[src/rtl/counter_run_controller_if.sv]
// Control/status bundle between the sequencing logic (master) and the counter run controller (slave).
interface counter_run_controller_if #(
  parameter int WIDTH = 4
);
  logic             start;
  logic             stop;
  logic             pause;
  logic             reload;
  logic [WIDTH-1:0] limit;
  logic [WIDTH-1:0] count;
  logic             busy;
  logic             paused;
  logic             wrap;
  logic             done_valid;
  logic             done_ack;

  modport master (
    output start, stop, pause, reload, limit, done_ack,
    input  count, busy, paused, wrap, done_valid
  );

  modport slave (
    input  start, stop, pause, reload, limit, done_ack,
    output count, busy, paused, wrap, done_valid
  );
endinterface

[src/rtl/counter_run_controller.sv]
// Start/stop/pause sequencer for a binary up counter with programmable terminal count,
// one-shot or auto-reload operation and a done valid/ack handshake. Macro PRESCALE_EN adds a tick prescaler.
module counter_run_controller #(
  parameter int WIDTH    = 4,
  parameter int PRESCALE = 4
) (
  input  logic                    clk,
  input  logic                    rst,
  counter_run_controller_if.slave bus
);

  localparam logic [1:0] S_IDLE  = 2'd0;
  localparam logic [1:0] S_RUN   = 2'd1;
  localparam logic [1:0] S_PAUSE = 2'd2;
  localparam logic [1:0] S_HOLD  = 2'd3;

  if (PRESCALE < 2 || PRESCALE > 256) begin : g_bad_prescale
    $error("counter_run_controller: PRESCALE must be in 2..256");
  end

  logic [1:0]       state_q, state_d;
  logic [WIDTH-1:0] count_q, count_d;
  logic [WIDTH-1:0] lim_q, lim_d;
  logic             reload_q, reload_d;
  logic             wrap_q, wrap_d;
  logic             busy_q, paused_q, done_q;
  logic             tick;

`ifdef PRESCALE_EN
  localparam int CW = $clog2(PRESCALE);
  localparam logic [CW-1:0] CTR_LAST = CW'(PRESCALE - 1);
  logic [CW-1:0] ctr_q, ctr_d;

  assign tick = (ctr_q == CTR_LAST);
`else
  assign tick = 1'b1;
`endif

  always_comb begin
    state_d  = state_q;
    count_d  = count_q;
    lim_d    = lim_q;
    reload_d = reload_q;
    wrap_d   = 1'b0;
`ifdef PRESCALE_EN
    ctr_d    = ctr_q;
`endif
    case (state_q)
      S_IDLE: begin
        if (bus.start && (bus.limit != '0)) begin
          lim_d    = bus.limit;
          reload_d = bus.reload;
          count_d  = '0;
          state_d  = S_RUN;
`ifdef PRESCALE_EN
          ctr_d    = '0;
`endif
        end
      end
      S_RUN: begin
        if (bus.stop) begin
          state_d = S_IDLE;
        end else if (bus.pause) begin
          state_d = S_PAUSE;
        end else begin
`ifdef PRESCALE_EN
          ctr_d = tick ? '0 : ctr_q + 1'b1;
`endif
          // The count dwells on lim_q for one full tick before reloading or finishing.
          if (tick) begin
            if (count_q == lim_q) begin
              if (reload_q) begin
                count_d = '0;
                wrap_d  = 1'b1;
              end else begin
                state_d = S_HOLD;
              end
            end else begin
              count_d = count_q + 1'b1;
            end
          end
        end
      end
      S_PAUSE: begin
        if (bus.stop) begin
          state_d = S_IDLE;
        end else if (bus.pause) begin
          state_d = S_RUN;
        end
      end
      S_HOLD: begin
        if (bus.done_ack) begin
          state_d = S_IDLE;
        end
      end
      default: state_d = S_IDLE;
    endcase
  end

  // Status flags are registered from the next state so they line up with state_q.
  always_ff @(posedge clk) begin
    if (rst) begin
      state_q  <= S_IDLE;
      count_q  <= '0;
      lim_q    <= '0;
      reload_q <= 1'b0;
      wrap_q   <= 1'b0;
      busy_q   <= 1'b0;
      paused_q <= 1'b0;
      done_q   <= 1'b0;
    end else begin
      state_q  <= state_d;
      count_q  <= count_d;
      lim_q    <= lim_d;
      reload_q <= reload_d;
      wrap_q   <= wrap_d;
      busy_q   <= (state_d == S_RUN) || (state_d == S_PAUSE);
      paused_q <= (state_d == S_PAUSE);
      done_q   <= (state_d == S_HOLD);
    end
  end

`ifdef PRESCALE_EN
  always_ff @(posedge clk) begin
    if (rst) begin
      ctr_q <= '0;
    end else begin
      ctr_q <= ctr_d;
    end
  end
`endif

  assign bus.count      = count_q;
  assign bus.busy       = busy_q;
  assign bus.paused     = paused_q;
  assign bus.wrap       = wrap_q;
  assign bus.done_valid = done_q;

endmodule

[src/flat_wrapper.sv]
// flat-port wrapper written by rule: the top's interface ports become plain ports
module counter_run_controller_flat 
#(
  parameter int WIDTH    = 4,
  parameter int PRESCALE = 4
)
  (clk, rst, bus_start, bus_stop, bus_pause, bus_reload, bus_limit, bus_done_ack, bus_count, bus_busy, bus_paused, bus_wrap, bus_done_valid);
  counter_run_controller_if #(.WIDTH(WIDTH)) bus_i ();
  input  logic clk;
  input  logic rst;
  input wire logic [$bits(bus_i.start)-1:0] bus_start;
  input wire logic [$bits(bus_i.stop)-1:0] bus_stop;
  input wire logic [$bits(bus_i.pause)-1:0] bus_pause;
  input wire logic [$bits(bus_i.reload)-1:0] bus_reload;
  input wire logic [$bits(bus_i.limit)-1:0] bus_limit;
  input wire logic [$bits(bus_i.done_ack)-1:0] bus_done_ack;
  output wire logic [$bits(bus_i.count)-1:0] bus_count;
  output wire logic [$bits(bus_i.busy)-1:0] bus_busy;
  output wire logic [$bits(bus_i.paused)-1:0] bus_paused;
  output wire logic [$bits(bus_i.wrap)-1:0] bus_wrap;
  output wire logic [$bits(bus_i.done_valid)-1:0] bus_done_valid;
  assign bus_i.start = bus_start;
  assign bus_i.stop = bus_stop;
  assign bus_i.pause = bus_pause;
  assign bus_i.reload = bus_reload;
  assign bus_i.limit = bus_limit;
  assign bus_i.done_ack = bus_done_ack;
  assign bus_count = bus_i.count;
  assign bus_busy = bus_i.busy;
  assign bus_paused = bus_i.paused;
  assign bus_wrap = bus_i.wrap;
  assign bus_done_valid = bus_i.done_valid;
  counter_run_controller #(.WIDTH(WIDTH), .PRESCALE(PRESCALE)) u_core (.clk(clk), .rst(rst), .bus(bus_i));
endmodule
[config.mk]
export PLATFORM = sky130hd
export DESIGN_NAME = counter_run_controller_flat
export DESIGN_NICKNAME = d
export VERILOG_FILES = /design/src/rtl/counter_run_controller_if.sv /design/src/rtl/counter_run_controller.sv /design/src/flat_wrapper.sv
export SDC_FILE = /design/constraint.sdc
export NUM_CORES = 1
export LEC_CHECK = 0
export BUFFER_PORTS_ARGS = -buffer_cell sky130_fd_sc_hd__buf_2
export CORE_MARGIN = 3
export CORE_UTILIZATION = 45
export CTS_CLUSTER_DIAMETER = 200
export CTS_CLUSTER_SIZE = 24
export DETAILED_ROUTE_END_ITERATION = 10
export PLACE_DENSITY = 0.76
export SYNTH_ARGS = -nofsm -noshare
export SYNTH_HDL_FRONTEND = slang
export SYNTH_SLANG_ARGS = --single-unit
[constraint.sdc]
create_clock -name clk -period 1.4 [get_ports clk]
set_input_delay 0.07 -clock clk [delete_from_list [all_inputs] [get_ports clk]]
set_output_delay 0.07 -clock clk [all_outputs]
set_load 0.01 [all_outputs]
==> run_summary.xml, run 1 <==
<?xml version="1.0" encoding="UTF-8"?>
<metrics>
  <group name="floorplanning">
    <metric name="die-area" unit="mm^2">0.002261</metric>
    <metric name="die_ht" unit="um">47.56</metric>
    <metric name="start_util" unit="">0.4984</metric>
    <metric name="core_footprint" unit="mm^2">0.001559</metric>
    <metric name="die_w" unit="um">47.56</metric>
    <metric name="placementRows" unit="">14</metric>
    <metric name="floorplan.io_pins" unit="">19</metric>
  </group>
  <group name="clock_tree">
    <metric name="h-tree-depth" unit="">1</metric>
    <metric name="clock_tree_from_tritoncts" unit="">built</metric>
    <metric name="cts_num_sinks" unit="">15</metric>
    <metric name="cts.clk_slew.worst_paths" unit="ns">0.09</metric>
    <metric name="cts.hold.buffers_added" unit="">0</metric>
    <metric name="insertion_delay_of_the_later_clocked_pin_in_the_worst_skew_pair" unit="ns">0.27</metric>
    <metric name="cts_buffers" unit="">3</metric>
    <metric name="clockBufferDepth" unit="">2</metric>
    <metric name="cts-root-buf" unit="">clkbuf_4</metric>
  </group>
  <group name="synthesis">
    <metric name="synth_area" unit="um^2">777.0</metric>
    <metric name="synth_seq_cells" unit="">15</metric>
    <metric name="ys_seq_area_frac" unit="">0.3865</metric>
    <metric name="post_synth.cell_area_avg" unit="um^2">9.476</metric>
    <metric name="synth_warnings" unit="">0</metric>
    <metric name="synth-main-ff-cell" unit="">dfxtp_1</metric>
    <metric name="synth.lib_cells_used.distinct" unit="">31</metric>
    <metric name="syn_nets" unit="">95</metric>
    <metric name="post_synth_inst_count" unit="">82</metric>
    <metric name="synth-async-reset-ratio" unit="">0</metric>
    <metric name="synth_edf_count" unit="">0</metric>
  </group>
  <group name="layout">
    <metric name="antennaDiodeCount" unit="">0</metric>
    <metric name="layout.cells.most_common_list" unit="">buf_2, buf_4, dfxtp_1</metric>
    <metric name="n_fill_cell" unit="">133</metric>
    <metric name="fin_area" unit="mm^2">0.001094</metric>
    <metric name="drive_gt1_frac" unit="">0.4915</metric>
    <metric name="multi_input_comb_area" unit="um^2">504.2</metric>
    <metric name="flow.area_growth_from_synthesis" unit="%">40.74</metric>
    <metric name="final-seq-area" unit="um^2">310.3</metric>
    <metric name="finish.utilization" unit="">0.7014</metric>
    <metric name="layout_commonest_cell" unit="">buf_2</metric>
    <metric name="finalNetCount" unit="">132</metric>
  </group>
  <group name="place">
    <metric name="finalWeightedCongestion" unit="">0.8677</metric>
    <metric name="post-place-ws" unit="ns">-0.1460</metric>
    <metric name="hpwl" unit="mm">1.272</metric>
    <metric name="buffer_ports.inserted" unit="">18</metric>
    <metric name="postPlaceCellArea" unit="um^2">994.7</metric>
  </group>
  <group name="routing">
    <metric name="wl_met3" unit="um">93</metric>
    <metric name="top_signal_layer_used" unit="">met4</metric>
    <metric name="drt_first_pass_iters" unit="">5</metric>
    <metric name="drtAntennaViolNets" unit="">0</metric>
    <metric name="routed_length_per_placed_instance" unit="um">12.55</metric>
    <metric name="drt_iter0_markers" unit="">3</metric>
    <metric name="route.detailed.drc" unit="">0</metric>
    <metric name="vias" unit="">714</metric>
    <metric name="wl_met1" unit="um">765</metric>
    <metric name="wl_met2" unit="um">793</metric>
    <metric name="drt-total-wl" unit="mm">1.682</metric>
    <metric name="avgViaCountPerCell" unit="">5.328</metric>
  </group>
  <group name="critical_path">
    <metric name="worst_setup_path_start_kind" unit="">register</metric>
    <metric name="end_kind" unit="">register</metric>
    <metric name="cp_cell_sequence" unit="">or2b_4, nor2_2, nand3b_1, nand2_1, ha_1, nor2_1</metric>
    <metric name="worst-path-max-fanout" unit="">8</metric>
    <metric name="cp_slowest_cell" unit="">dfxtp_4</metric>
    <metric name="worst-endpoint-required" unit="ns">1.62</metric>
    <metric name="timing.critical_path.arrival" unit="ns">1.64</metric>
    <metric name="timing_worst_setup_path_type" unit="">register to register</metric>
    <metric name="crit_path_max_incr_delay" unit="ns">0.38</metric>
  </group>
  <group name="sta">
    <metric name="max_freq" unit="MHz">704.5</metric>
    <metric name="tightestPinTransition" unit="ns">0.3288</metric>
    <metric name="tightest_slew_margin_relative_to_the_limit" unit="">0.7791</metric>
    <metric name="finalSetupViolCount" unit="">3</metric>
    <metric name="finalClockSkew" unit="ns">0.002419</metric>
    <metric name="final_report_hold_violation_count" unit="">0</metric>
    <metric name="fin_crit_sh" unit="">1.014</metric>
    <metric name="final-max-slew-violation-count" unit="">0</metric>
    <metric name="finalSetupTns" unit="ns">-0.03607</metric>
    <metric name="rsz0062_at_grt" unit="">yes</metric>
    <metric name="final_period_minus_worst_setup_slack" unit="ns">1.419</metric>
    <metric name="postLayoutSetupSlackWorst" unit="ns">-0.01937</metric>
  </group>
  <group name="global_route">
    <metric name="grt_util_all_layers" unit="">0.1691</metric>
    <metric name="antenna_violations_before_repair" unit="">0</metric>
    <metric name="number_of_global_route_vias_before_repair" unit="">652</metric>
    <metric name="overflow" unit="">0</metric>
    <metric name="grt_first_pass_wirelength" unit="mm">2.677</metric>
    <metric name="pin_count_of_the_biggest_net_entering_global_routing" unit="">14</metric>
  </group>
  <group name="min_path">
    <metric name="hold_class" unit="">input pin to register</metric>
  </group>
  <group name="flow_run">
    <metric name="max_cap_viol_count" unit="">0</metric>
  </group>
  <group name="pwr">
    <metric name="cellPowerDensity" unit="mW/mm^2">878.9</metric>
    <metric name="cellLeakagePower" unit="nW">0.4503</metric>
    <metric name="worst_ir_drop_vdd" unit="mV">0.6363</metric>
  </group>
  <group name="status">
    <metric name="run_status" unit="">finished with violations</metric>
    <metric name="failed_checks" unit="">setup timing</metric>
  </group>
</metrics>
cell type report:
class | count | area share
inverter | 5 | 0.01716
multi-input combinational | 60 | 0.4611
timing repair buffer | 34 | 0.1957
clock buffer | 4 | 0.02403
sequential | 15 | 0.2838
tap | 16 | 0.01831
Yosys cell counts, types with 2 or more instances:
| library cell | instances | area share |
|---|---|---|
| o211ai_1 | 2 | 0.019 |
| and4_1 | 2 | 0.023 |
| o21ai_0 | 6 | 0.039 |
| dfxtp_1 | 15 | 0.39 |
| xnor2_1 | 4 | 0.045 |
| nor3b_1 | 2 | 0.019 |
| a21oi_1 | 6 | 0.039 |
| ha_1 | 2 | 0.032 |
| nand3_1 | 4 | 0.026 |
| nand3b_1 | 2 | 0.019 |
| nand2_1 | 6 | 0.029 |
| inv_1 | 5 | 0.024 |
| nor2_1 | 6 | 0.029 |
| clkbuf_1 | 2 | 0.0097 |
| or3b_1 | 2 | 0.023 |
logic make-up after synthesis:
family / Yosys count / synth area share
xor gates and xnor gates: 4 / 0.04508
DFF: 15 / 0.3865
buffers and inverters: 7 / 0.03382
and+or+nand+nor: 31 / 0.2464
AOI/OAI and AO/OA: 22 / 0.2432
muxes: 1 / 0.01288
adders and majority gates: 2 / 0.03220
stage by stage:
stage | power (mW) | std cells | hold slack [ns]
after floorplan | 0.6025 | 82 | 0.2060
after global placement | 0.6828 | 128 | 0.3142
after detailed placement | 0.6899 | 128 | 0.3225
after CTS | 0.9595 | 133 | 0.01732
after global routing | 1.013 | 134 | 0.03188
final | 0.9611 | 134 | 0.02682
per-layer routing:
| metal | track usage | vias to the layer above |
|---|---|---|
| li1 | - | 368 |
| met1 | 0.2245 | 315 |
| met2 | 0.2701 | 27 |
| met3 | 0.03383 | 4 |
| met4 | 0.06452 | 0 |
| met5 | 0 | - |
final timing paths:
kind | cells after the start | endpoint | slack [ns] | startpoint
hold reg to reg | 2 | u_core.lim_q[3] | 0.52 | u_core.lim_q[3]
setup reg to reg | 6 | u_core.bus.busy | -0.02 | u_core.state_q[0]
hold / removal | 3 | u_core.reload_q | 0.03 | bus_reload
setup / recovery | 6 | u_core.bus.busy | -0.02 | u_core.state_q[0]
timing repair:
item	in CTS	in global routing
pin swaps	1	2
setup buffers	1	1
gates resized for setup	7	8
endpoints found under the setup margin	7	11
sequential cells by signal (all words and copies together) (netlist names):
name,cells
u_core.bus.count,4
u_core.lim_q,4
u_core.state_q,2
u_core.bus.busy,1
u_core.bus.done_valid,1
u_core.bus.paused,1
u_core.bus.wrap,1
u_core.reload_q,1
worst max-delay path: cells and delay by family, from the launching register on:
family / cells / cell delay, ns
and+or+nand+nor: 5 / 0.76
DFF: 1 / 0.38
adders and majority gates: 1 / 0.22
report_power, final:
part	internal, mW	total, mW	switching (mW)
Clock	0.110	0.244	0.134
Sequential	0.451	0.470	0.0191
Combinational	0.131	0.247	0.116
Total	0.692	0.961	0.269
No activity file was read; power rests on OpenSTA's default activity.
==> run 2: changes to the inputs <==
--- a/config.mk
+++ b/config.mk
@@ -7,11 +7,11 @@
 export LEC_CHECK = 0
 export BUFFER_PORTS_ARGS = -buffer_cell sky130_fd_sc_hd__buf_2
 export CORE_MARGIN = 3
-export CORE_UTILIZATION = 45
+export CORE_UTILIZATION = 50
 export CTS_CLUSTER_DIAMETER = 200
 export CTS_CLUSTER_SIZE = 24
 export DETAILED_ROUTE_END_ITERATION = 10
-export PLACE_DENSITY = 0.76
+export PLACE_DENSITY = 0.79
 export SYNTH_ARGS = -nofsm -noshare
 export SYNTH_HDL_FRONTEND = slang
 export SYNTH_SLANG_ARGS = --single-unit
==> constraint.sdc (replaced) <==
create_clock -name clk -period 1.5 [get_ports clk]
set_input_delay 0.075 -clock clk [delete_from_list [all_inputs] [get_ports clk]]
set_output_delay 0.075 -clock clk [all_outputs]
set_load 0.01 [all_outputs]
==> run 2 against run 1 <==
Largest cell class unchanged. Critical endpoint is now u_core.bus.count[1]. Global-route usage is 0.65 points higher. The flow now finishes without violations. Via count decreased by 2.4%. Maximum frequency is 3.3% lower. Core utilization rose by 4.8 points. Design area decreased by 5.3%. Highest routed layer unchanged.
==> run_summary.xml, run 2 (synthesis results as in run 1) <==
<?xml version="1.0" encoding="UTF-8"?>
<metrics>
  <group name="status">
    <metric name="run_status" unit="">completed</metric>
  </group>
  <group name="layout">
    <metric name="finish.utilization" unit="">0.7493</metric>
    <metric name="fin_area" unit="mm^2">0.001036</metric>
    <metric name="flow.area_growth_from_synthesis" unit="%">33.33</metric>
    <metric name="finalNetCount" unit="">127</metric>
    <metric name="antennaDiodeCount" unit="">0</metric>
    <metric name="layout_commonest_cell" unit="">buf_2</metric>
    <metric name="final-instance-count-excl-fill" unit="">128</metric>
    <metric name="drive_gt1_frac" unit="">0.4248</metric>
    <metric name="layout.cells.most_common_list" unit="">buf_2, dfxtp_1, buf_4</metric>
  </group>
  <group name="clock_tree">
    <metric name="cts_num_sinks" unit="">15</metric>
    <metric name="cts.clk_slew.worst_paths" unit="ns">0.09</metric>
    <metric name="cts.hold.buffers_added" unit="">0</metric>
    <metric name="h-tree-depth" unit="">1</metric>
    <metric name="insertion_delay_of_the_later_clocked_pin_in_the_worst_skew_pair" unit="ns">0.28</metric>
    <metric name="cts-root-buf" unit="">clkbuf_4</metric>
    <metric name="cts_buffers" unit="">3</metric>
    <metric name="clockBufferDepth" unit="">2</metric>
    <metric name="clock_tree_from_tritoncts" unit="">built</metric>
  </group>
  <group name="place">
    <metric name="finalWeightedCongestion" unit="">0.7442</metric>
    <metric name="post-place-ws" unit="ns">-0.02639</metric>
    <metric name="hpwl" unit="mm">1.265</metric>
    <metric name="buffer_ports.inserted" unit="">18</metric>
    <metric name="postPlaceCellArea" unit="um^2">953.4</metric>
    <metric name="placedCellCount" unit="">123</metric>
  </group>
  <group name="global_route">
    <metric name="antenna_violations_before_repair" unit="">0</metric>
    <metric name="pin_count_of_the_biggest_net_entering_global_routing" unit="">14</metric>
    <metric name="grt_first_pass_wirelength" unit="mm">2.608</metric>
    <metric name="overflow" unit="">0</metric>
    <metric name="grt_util_all_layers" unit="">0.1756</metric>
    <metric name="number_of_global_route_vias_before_repair" unit="">616</metric>
  </group>
  <group name="routing">
    <metric name="drt-total-wl" unit="mm">1.588</metric>
    <metric name="drt_first_pass_iters" unit="">6</metric>
    <metric name="drtAntennaViolNets" unit="">0</metric>
    <metric name="drt_iter0_markers" unit="">15</metric>
    <metric name="avgViaCountPerCell" unit="">5.445</metric>
    <metric name="vias" unit="">697</metric>
    <metric name="route.detailed.drc" unit="">0</metric>
    <metric name="routed_length_per_placed_instance" unit="um">12.41</metric>
  </group>
  <group name="floorplanning">
    <metric name="core_footprint" unit="mm^2">0.001383</metric>
    <metric name="die-area" unit="mm^2">0.002063</metric>
    <metric name="start_util" unit="">0.5620</metric>
    <metric name="placementRows" unit="">13</metric>
    <metric name="die_ht" unit="um">45.42</metric>
    <metric name="die_w" unit="um">45.42</metric>
    <metric name="floorplan.io_pins" unit="">19</metric>
  </group>
  <group name="sta">
    <metric name="tightestPinTransition" unit="ns">0.3992</metric>
    <metric name="finalSetupTns" unit="ns">0</metric>
    <metric name="rsz0062_at_grt" unit="">yes</metric>
    <metric name="finalClockSkew" unit="ns">0.008427</metric>
    <metric name="final_period_minus_worst_setup_slack" unit="ns">1.468</metric>
    <metric name="fin_crit_sh" unit="">0.9787</metric>
    <metric name="final_report_hold_violation_count" unit="">0</metric>
    <metric name="final.hold.worst_slack" unit="ns">0.01943</metric>
    <metric name="final-max-slew-violation-count" unit="">0</metric>
    <metric name="postLayoutSetupSlackWorst" unit="ns">0.03192</metric>
    <metric name="tightest_slew_margin_relative_to_the_limit" unit="">0.7305</metric>
    <metric name="max_freq" unit="MHz">681.2</metric>
    <metric name="finalSetupViolCount" unit="">0</metric>
  </group>
  <group name="pwr">
    <metric name="design_power_total" unit="mW">0.8765</metric>
    <metric name="cellPowerDensity" unit="mW/mm^2">846.1</metric>
    <metric name="cellLeakagePower" unit="nW">0.4250</metric>
    <metric name="worst_ir_drop_vdd" unit="mV">0.5638</metric>
  </group>
  <group name="critical_path">
    <metric name="end_kind" unit="">register</metric>
    <metric name="timing_worst_setup_path_type" unit="">register to register</metric>
    <metric name="timing.critical_path.arrival" unit="ns">1.64</metric>
    <metric name="worst_setup_path_start_kind" unit="">register</metric>
    <metric name="worst-path-max-fanout" unit="">8</metric>
    <metric name="worst-endpoint-required" unit="ns">1.67</metric>
  </group>
  <group name="flow_run">
    <metric name="max_cap_viol_count" unit="">0</metric>
  </group>
  <group name="min_path">
    <metric name="hold_class" unit="">input pin to register</metric>
  </group>
</metrics>
## run 2: per-layer routing
metal  up-vias  global-route usage  wire length (um)
li1        364                   -                 -
met1       310              0.2330               765
met2        21              0.2758               729
met3         2             0.03557                83
met4         0             0.07018                 9
met5         -                   0                 0
## run 2: power breakdown
group          leakage (nW)  total (mW)  switching (mW)  internal [mW]
clock network        0.0177       0.227           0.128         0.0990
registers             0.123       0.439          0.0184          0.420
logic                 0.284       0.210           0.103          0.108
total                 0.425       0.877           0.250          0.627
## run 2: final timing paths
| kind | startpoint | end | slack [ns] | depth (start not counted) |
|---|---|---|---|---|
| hold / removal | bus_reload | u_core.reload_q | 0.02 | 3 |
| setup reg to reg | u_core.state_q[0] | u_core.bus.count[1] | 0.03 | 4 |
| hold reg to reg | u_core.reload_q | u_core.reload_q | 0.52 | 2 |
| setup / recovery | u_core.state_q[0] | u_core.bus.count[1] | 0.03 | 4 |
## run 2: timing repair
item / 4_1_cts / 5_1_grt
setup endpoints to repair: 5 / 11
gates resized for setup: 1 / 10
pin swaps: 0 / 2
buffers inserted: 0 / 1
## run 2: layout make-up
type	count	area (um^2)
multi-input cells	60	493.0
clock inverters	1	5.005
repair buffers	29	172.7
clock buffers	3	22.52
flip-flops and latches	15	305.3
well taps	15	18.77
fillers	93	346.6
inverters	5	18.77
## run 2: critical path: stages (launching register included)
cell       delay, ns
dfxtp_4         0.38
or2b_4          0.29
o32ai_4         0.36
a2bb2oi_4       0.22
o21ai_0         0.09
==> run 3: changes to the inputs <==
--- a/config.mk
+++ b/config.mk
@@ -5,13 +5,14 @@
 export SDC_FILE = /design/constraint.sdc
 export NUM_CORES = 1
 export LEC_CHECK = 0
+export ABC_AREA = 1
 export BUFFER_PORTS_ARGS = -buffer_cell sky130_fd_sc_hd__buf_2
 export CORE_MARGIN = 3
-export CORE_UTILIZATION = 50
+export CORE_UTILIZATION = 40
 export CTS_CLUSTER_DIAMETER = 200
 export CTS_CLUSTER_SIZE = 24
 export DETAILED_ROUTE_END_ITERATION = 10
-export PLACE_DENSITY = 0.79
+export PLACE_DENSITY = 0.66
 export SYNTH_ARGS = -nofsm -noshare
 export SYNTH_HDL_FRONTEND = slang
 export SYNTH_SLANG_ARGS = --single-unit
==> run 3 against run 2 <==
Wire length increased by 9.4%. Count of clock-buffer cells in the layout stayed put. Clock power hardly changed. Non-clock buffer count is 5 lower. Die area up 27%. Synthesized area rose by 5.0%. Sequential cell count unchanged. Combinational power increased by 30%. Power rose by 8.9%. Largest cell class unchanged. Largest power group unchanged. Highest routed layer unchanged.
==> run_summary.xml, run 3 <==
<?xml version="1.0" encoding="UTF-8"?>
<metrics>
  <group name="status">
    <metric name="run_status" unit="">completed</metric>
  </group>
  <group name="pwr">
    <metric name="p_seq_frac" unit="">0.476</metric>
    <metric name="cellLeakagePower" unit="nW">0.4875</metric>
    <metric name="design_power_total" unit="mW">0.9544</metric>
    <metric name="power_switching_share" unit="">0.3269</metric>
    <metric name="p_int" unit="mW">0.6424</metric>
    <metric name="part_of_the_total_power_dissipated_in_combinational_logic" unit="">0.286</metric>
    <metric name="power_switching" unit="mW">0.3120</metric>
    <metric name="cellPowerDensity" unit="mW/mm^2">924.6</metric>
    <metric name="worst_ir_drop_vdd" unit="mV">0.5082</metric>
    <metric name="clock_power_frac" unit="">0.239</metric>
  </group>
  <group name="clock_tree">
    <metric name="cts.hold.buffers_added" unit="">0</metric>
    <metric name="cts_num_sinks" unit="">15</metric>
    <metric name="cts-root-buf" unit="">clkbuf_4</metric>
    <metric name="cts_buffers" unit="">3</metric>
    <metric name="clockBufferDepth" unit="">2</metric>
    <metric name="h-tree-depth" unit="">1</metric>
    <metric name="clock_tree_from_tritoncts" unit="">built</metric>
    <metric name="insertion_delay_of_the_later_clocked_pin_in_the_worst_skew_pair" unit="ns">0.28</metric>
    <metric name="cts.clk_slew.worst_paths" unit="ns">0.09</metric>
  </group>
  <group name="flow_run">
    <metric name="max_cap_viol_count" unit="">0</metric>
  </group>
  <group name="layout">
    <metric name="drive_gt1_frac" unit="">0.3929</metric>
    <metric name="fin_area" unit="mm^2">0.001032</metric>
    <metric name="finalNetCount" unit="">154</metric>
    <metric name="antennaDiodeCount" unit="">0</metric>
    <metric name="final-instance-count-excl-fill" unit="">165</metric>
    <metric name="layout_commonest_cell" unit="">nand2_1</metric>
    <metric name="layout.cells.most_common_list" unit="">nand2_1, buf_2, inv_1</metric>
    <metric name="flow.area_growth_from_synthesis" unit="%">26.53</metric>
  </group>
  <group name="sta">
    <metric name="finalClockSkew" unit="ns">0.0005588</metric>
    <metric name="tightest_slew_margin_relative_to_the_limit" unit="">0.8061</metric>
    <metric name="tightestPinTransition" unit="ns">0.2904</metric>
    <metric name="rsz0062_at_grt" unit="">no</metric>
    <metric name="finalSetupViolCount" unit="">0</metric>
    <metric name="finalSetupTns" unit="ns">0</metric>
    <metric name="fin_crit_sh" unit="">0.9084</metric>
    <metric name="final-max-slew-violation-count" unit="">0</metric>
    <metric name="postLayoutSetupSlackWorst" unit="ns">0.1374</metric>
    <metric name="max_freq" unit="MHz">733.9</metric>
    <metric name="final_period_minus_worst_setup_slack" unit="ns">1.363</metric>
    <metric name="final_report_hold_violation_count" unit="">0</metric>
  </group>
  <group name="routing">
    <metric name="drt-total-wl" unit="mm">1.737</metric>
    <metric name="drtAntennaViolNets" unit="">0</metric>
    <metric name="drt_iter0_markers" unit="">8</metric>
    <metric name="drt_first_pass_iters" unit="">4</metric>
    <metric name="routed_length_per_placed_instance" unit="um">10.53</metric>
    <metric name="avgViaCountPerCell" unit="">4.836</metric>
    <metric name="vias" unit="">798</metric>
    <metric name="route.detailed.drc" unit="">0</metric>
  </group>
  <group name="synthesis">
    <metric name="ys_seq_area_frac" unit="">0.3681</metric>
    <metric name="synth_edf_count" unit="">0</metric>
    <metric name="ys_top_cells_by_area" unit="">dfxtp_1, nand2_1, a21oi_1</metric>
    <metric name="synth_top_area_share" unit="">0.3681</metric>
    <metric name="syn_nets" unit="">125</metric>
    <metric name="synth_area" unit="um^2">815.8</metric>
    <metric name="synth.lib_cells_used.distinct" unit="">25</metric>
    <metric name="synth_top_cell_by_area" unit="">dfxtp_1</metric>
    <metric name="synth.most_common_cell" unit="">nand2_1</metric>
    <metric name="post_synth_inst_count" unit="">112</metric>
    <metric name="synth.top_cells.by_count" unit="">nand2_1, dfxtp_1, inv_1</metric>
    <metric name="synth_warnings" unit="">0</metric>
    <metric name="post_synth.cell_area_avg" unit="um^2">7.284</metric>
    <metric name="synth_seq_cells" unit="">15</metric>
    <metric name="synth-main-ff-cell" unit="">dfxtp_1</metric>
    <metric name="synth-async-reset-ratio" unit="">0</metric>
  </group>
  <group name="critical_path">
    <metric name="crit_path_max_incr_delay" unit="ns">0.36</metric>
    <metric name="timing.rr.start" unit="">u_core.bus.count[0]</metric>
    <metric name="crit_start" unit="">u_core.bus.count[0]</metric>
    <metric name="end_kind" unit="">register</metric>
    <metric name="cp_cell_sequence" unit="">inv_1, nand2_1, nand2_2, nor2_4, nand2_2, o21ai_2, nand2_1, nand2_1, ha_1, nor2_1</metric>
    <metric name="worst-endpoint-required" unit="ns">1.73</metric>
    <metric name="worst-path-max-fanout" unit="">3</metric>
    <metric name="timing.critical_path.arrival" unit="ns">1.59</metric>
    <metric name="timing_worst_setup_path_type" unit="">register to register</metric>
    <metric name="critPathMostFrequentCell" unit="">nand2_1</metric>
    <metric name="worst_setup_path_start_kind" unit="">register</metric>
    <metric name="cp_slowest_cell" unit="">dfxtp_2</metric>
  </group>
  <group name="global_route">
    <metric name="globalRoute.busiestLayer" unit="">met2</metric>
    <metric name="antenna_violations_before_repair" unit="">0</metric>
    <metric name="met2_usage" unit="">0.2446</metric>
    <metric name="overflow" unit="">0</metric>
    <metric name="gr-usage-met1" unit="">0.1978</metric>
    <metric name="pin_count_of_the_biggest_net_entering_global_routing" unit="">11</metric>
    <metric name="number_of_global_route_vias_before_repair" unit="">708</metric>
    <metric name="grtUsageMet3" unit="">0.03499</metric>
    <metric name="grt_first_pass_wirelength" unit="mm">3.015</metric>
    <metric name="grt_util_all_layers" unit="">0.1558</metric>
  </group>
  <group name="floorplanning">
    <metric name="die_w" unit="um">51.16</metric>
    <metric name="die_ht" unit="um">51.16</metric>
    <metric name="start_util" unit="">0.4481</metric>
    <metric name="core_footprint" unit="mm^2">0.001821</metric>
    <metric name="floorplan.io_pins" unit="">19</metric>
    <metric name="die-area" unit="mm^2">0.002617</metric>
    <metric name="placementRows" unit="">15</metric>
  </group>
  <group name="place">
    <metric name="finalWeightedCongestion" unit="">0.8119</metric>
    <metric name="hpwl" unit="mm">1.406</metric>
    <metric name="post-place-ws" unit="ns">0.05197</metric>
    <metric name="placedCellCount" unit="">161</metric>
    <metric name="postPlaceCellArea" unit="um^2">982.2</metric>
    <metric name="buffer_ports.inserted" unit="">18</metric>
  </group>
  <group name="min_path">
    <metric name="hold_class" unit="">input pin to register</metric>
    <metric name="hp-start" unit="">rst</metric>
  </group>
</metrics>
[run 3: cell count changes in the layout (fill, tap and decap cells not counted), sizes merged, moves of 2 or more]
cell	before	now
o31ai	2	0
buf	29	24
nand3	4	10
and4	2	0
or2b	2	0
nor3b	2	0
inv	5	14
nor2	6	16
a21oi	6	11
nand2	6	28
or3b	2	0
o211ai	2	0
xnor2	4	1
nor3	1	3
[run 3: final timing paths]
path | to | slack (ns) | depth (start not counted)
worst min register to register | u_core.lim_q[1] | 0.48 | 2
worst min-delay path | u_core.state_q[0] | 0.02 | 2
worst max register to register | u_core.bus.busy | 0.14 | 10
worst max-delay path | u_core.bus.busy | 0.14 | 10
[run 3: per-stage QoR]
stage | hold slack [ns] | util
floorplan | 0.1417 | -
CTS | 0.01732 | 0.5546
global route | 0.01430 | 0.5670
global placement | 0.3218 | 0.5395
detailed placement | 0.3279 | 0.5395
finish | 0.01700 | 0.5670
[run 3: layout make-up]
class	instances	area, um^2
clock buffer	3	22.52
clock inverter	1	5.005
timing repair buffer	24	135.1
tap	25	31.28
multi-input combinational	82	474.2
fill	198	788.3
sequential	15	307.8
inverter	15	56.30
[run 3: timing repair]
item	4_1_cts	5_1_grt
hold endpoints to repair	0	0
resized for setup	0	10
endpoints found under the setup margin	0	3
buffers inserted	0	0
[run 3: cell families after synthesis]
family,Yosys count,share of synthesized area
XOR/XNOR,1,0.01074
AND/OR/NAND/NOR,60,0.3850
buffers and inverters,15,0.06901
flip-flops,15,0.3681
AO/OA/AOI/OAI,19,0.1365
adder cells (fa/ha/maj),2,0.03067
[run 3: power groups by stage]
stage | Sequential, mW | Clock (mW) | Combinational [mW]
after floorplan | 0.465 | 0 | 0.162
final | 0.454 | 0.228 | 0.273
after global placement | 0.459 | 0 | 0.255
after CTS | 0.450 | 0.236 | 0.261
after global routing | 0.457 | 0.259 | 0.310
after detailed placement | 0.459 | 0 | 0.260
[run 3: worst max-delay path: cells and delay by family (launching register included)]
kind            cells  cell delay (ns)
buf+inv             1             0.05
fa+ha+maj           1             0.22
flops               1             0.36
compound gates      1             0.10
simple gates        7             0.58
[run 3: metal layers]
| metal | share of wire | vias up |
|---|---|---|
| met1 | 0.49 | 357 |
| met5 | 0 | - |
| met2 | 0.44 | 15 |
| met4 | 0.016 | 0 |
| met3 | 0.051 | 4 |
| li1 | - | 422 |
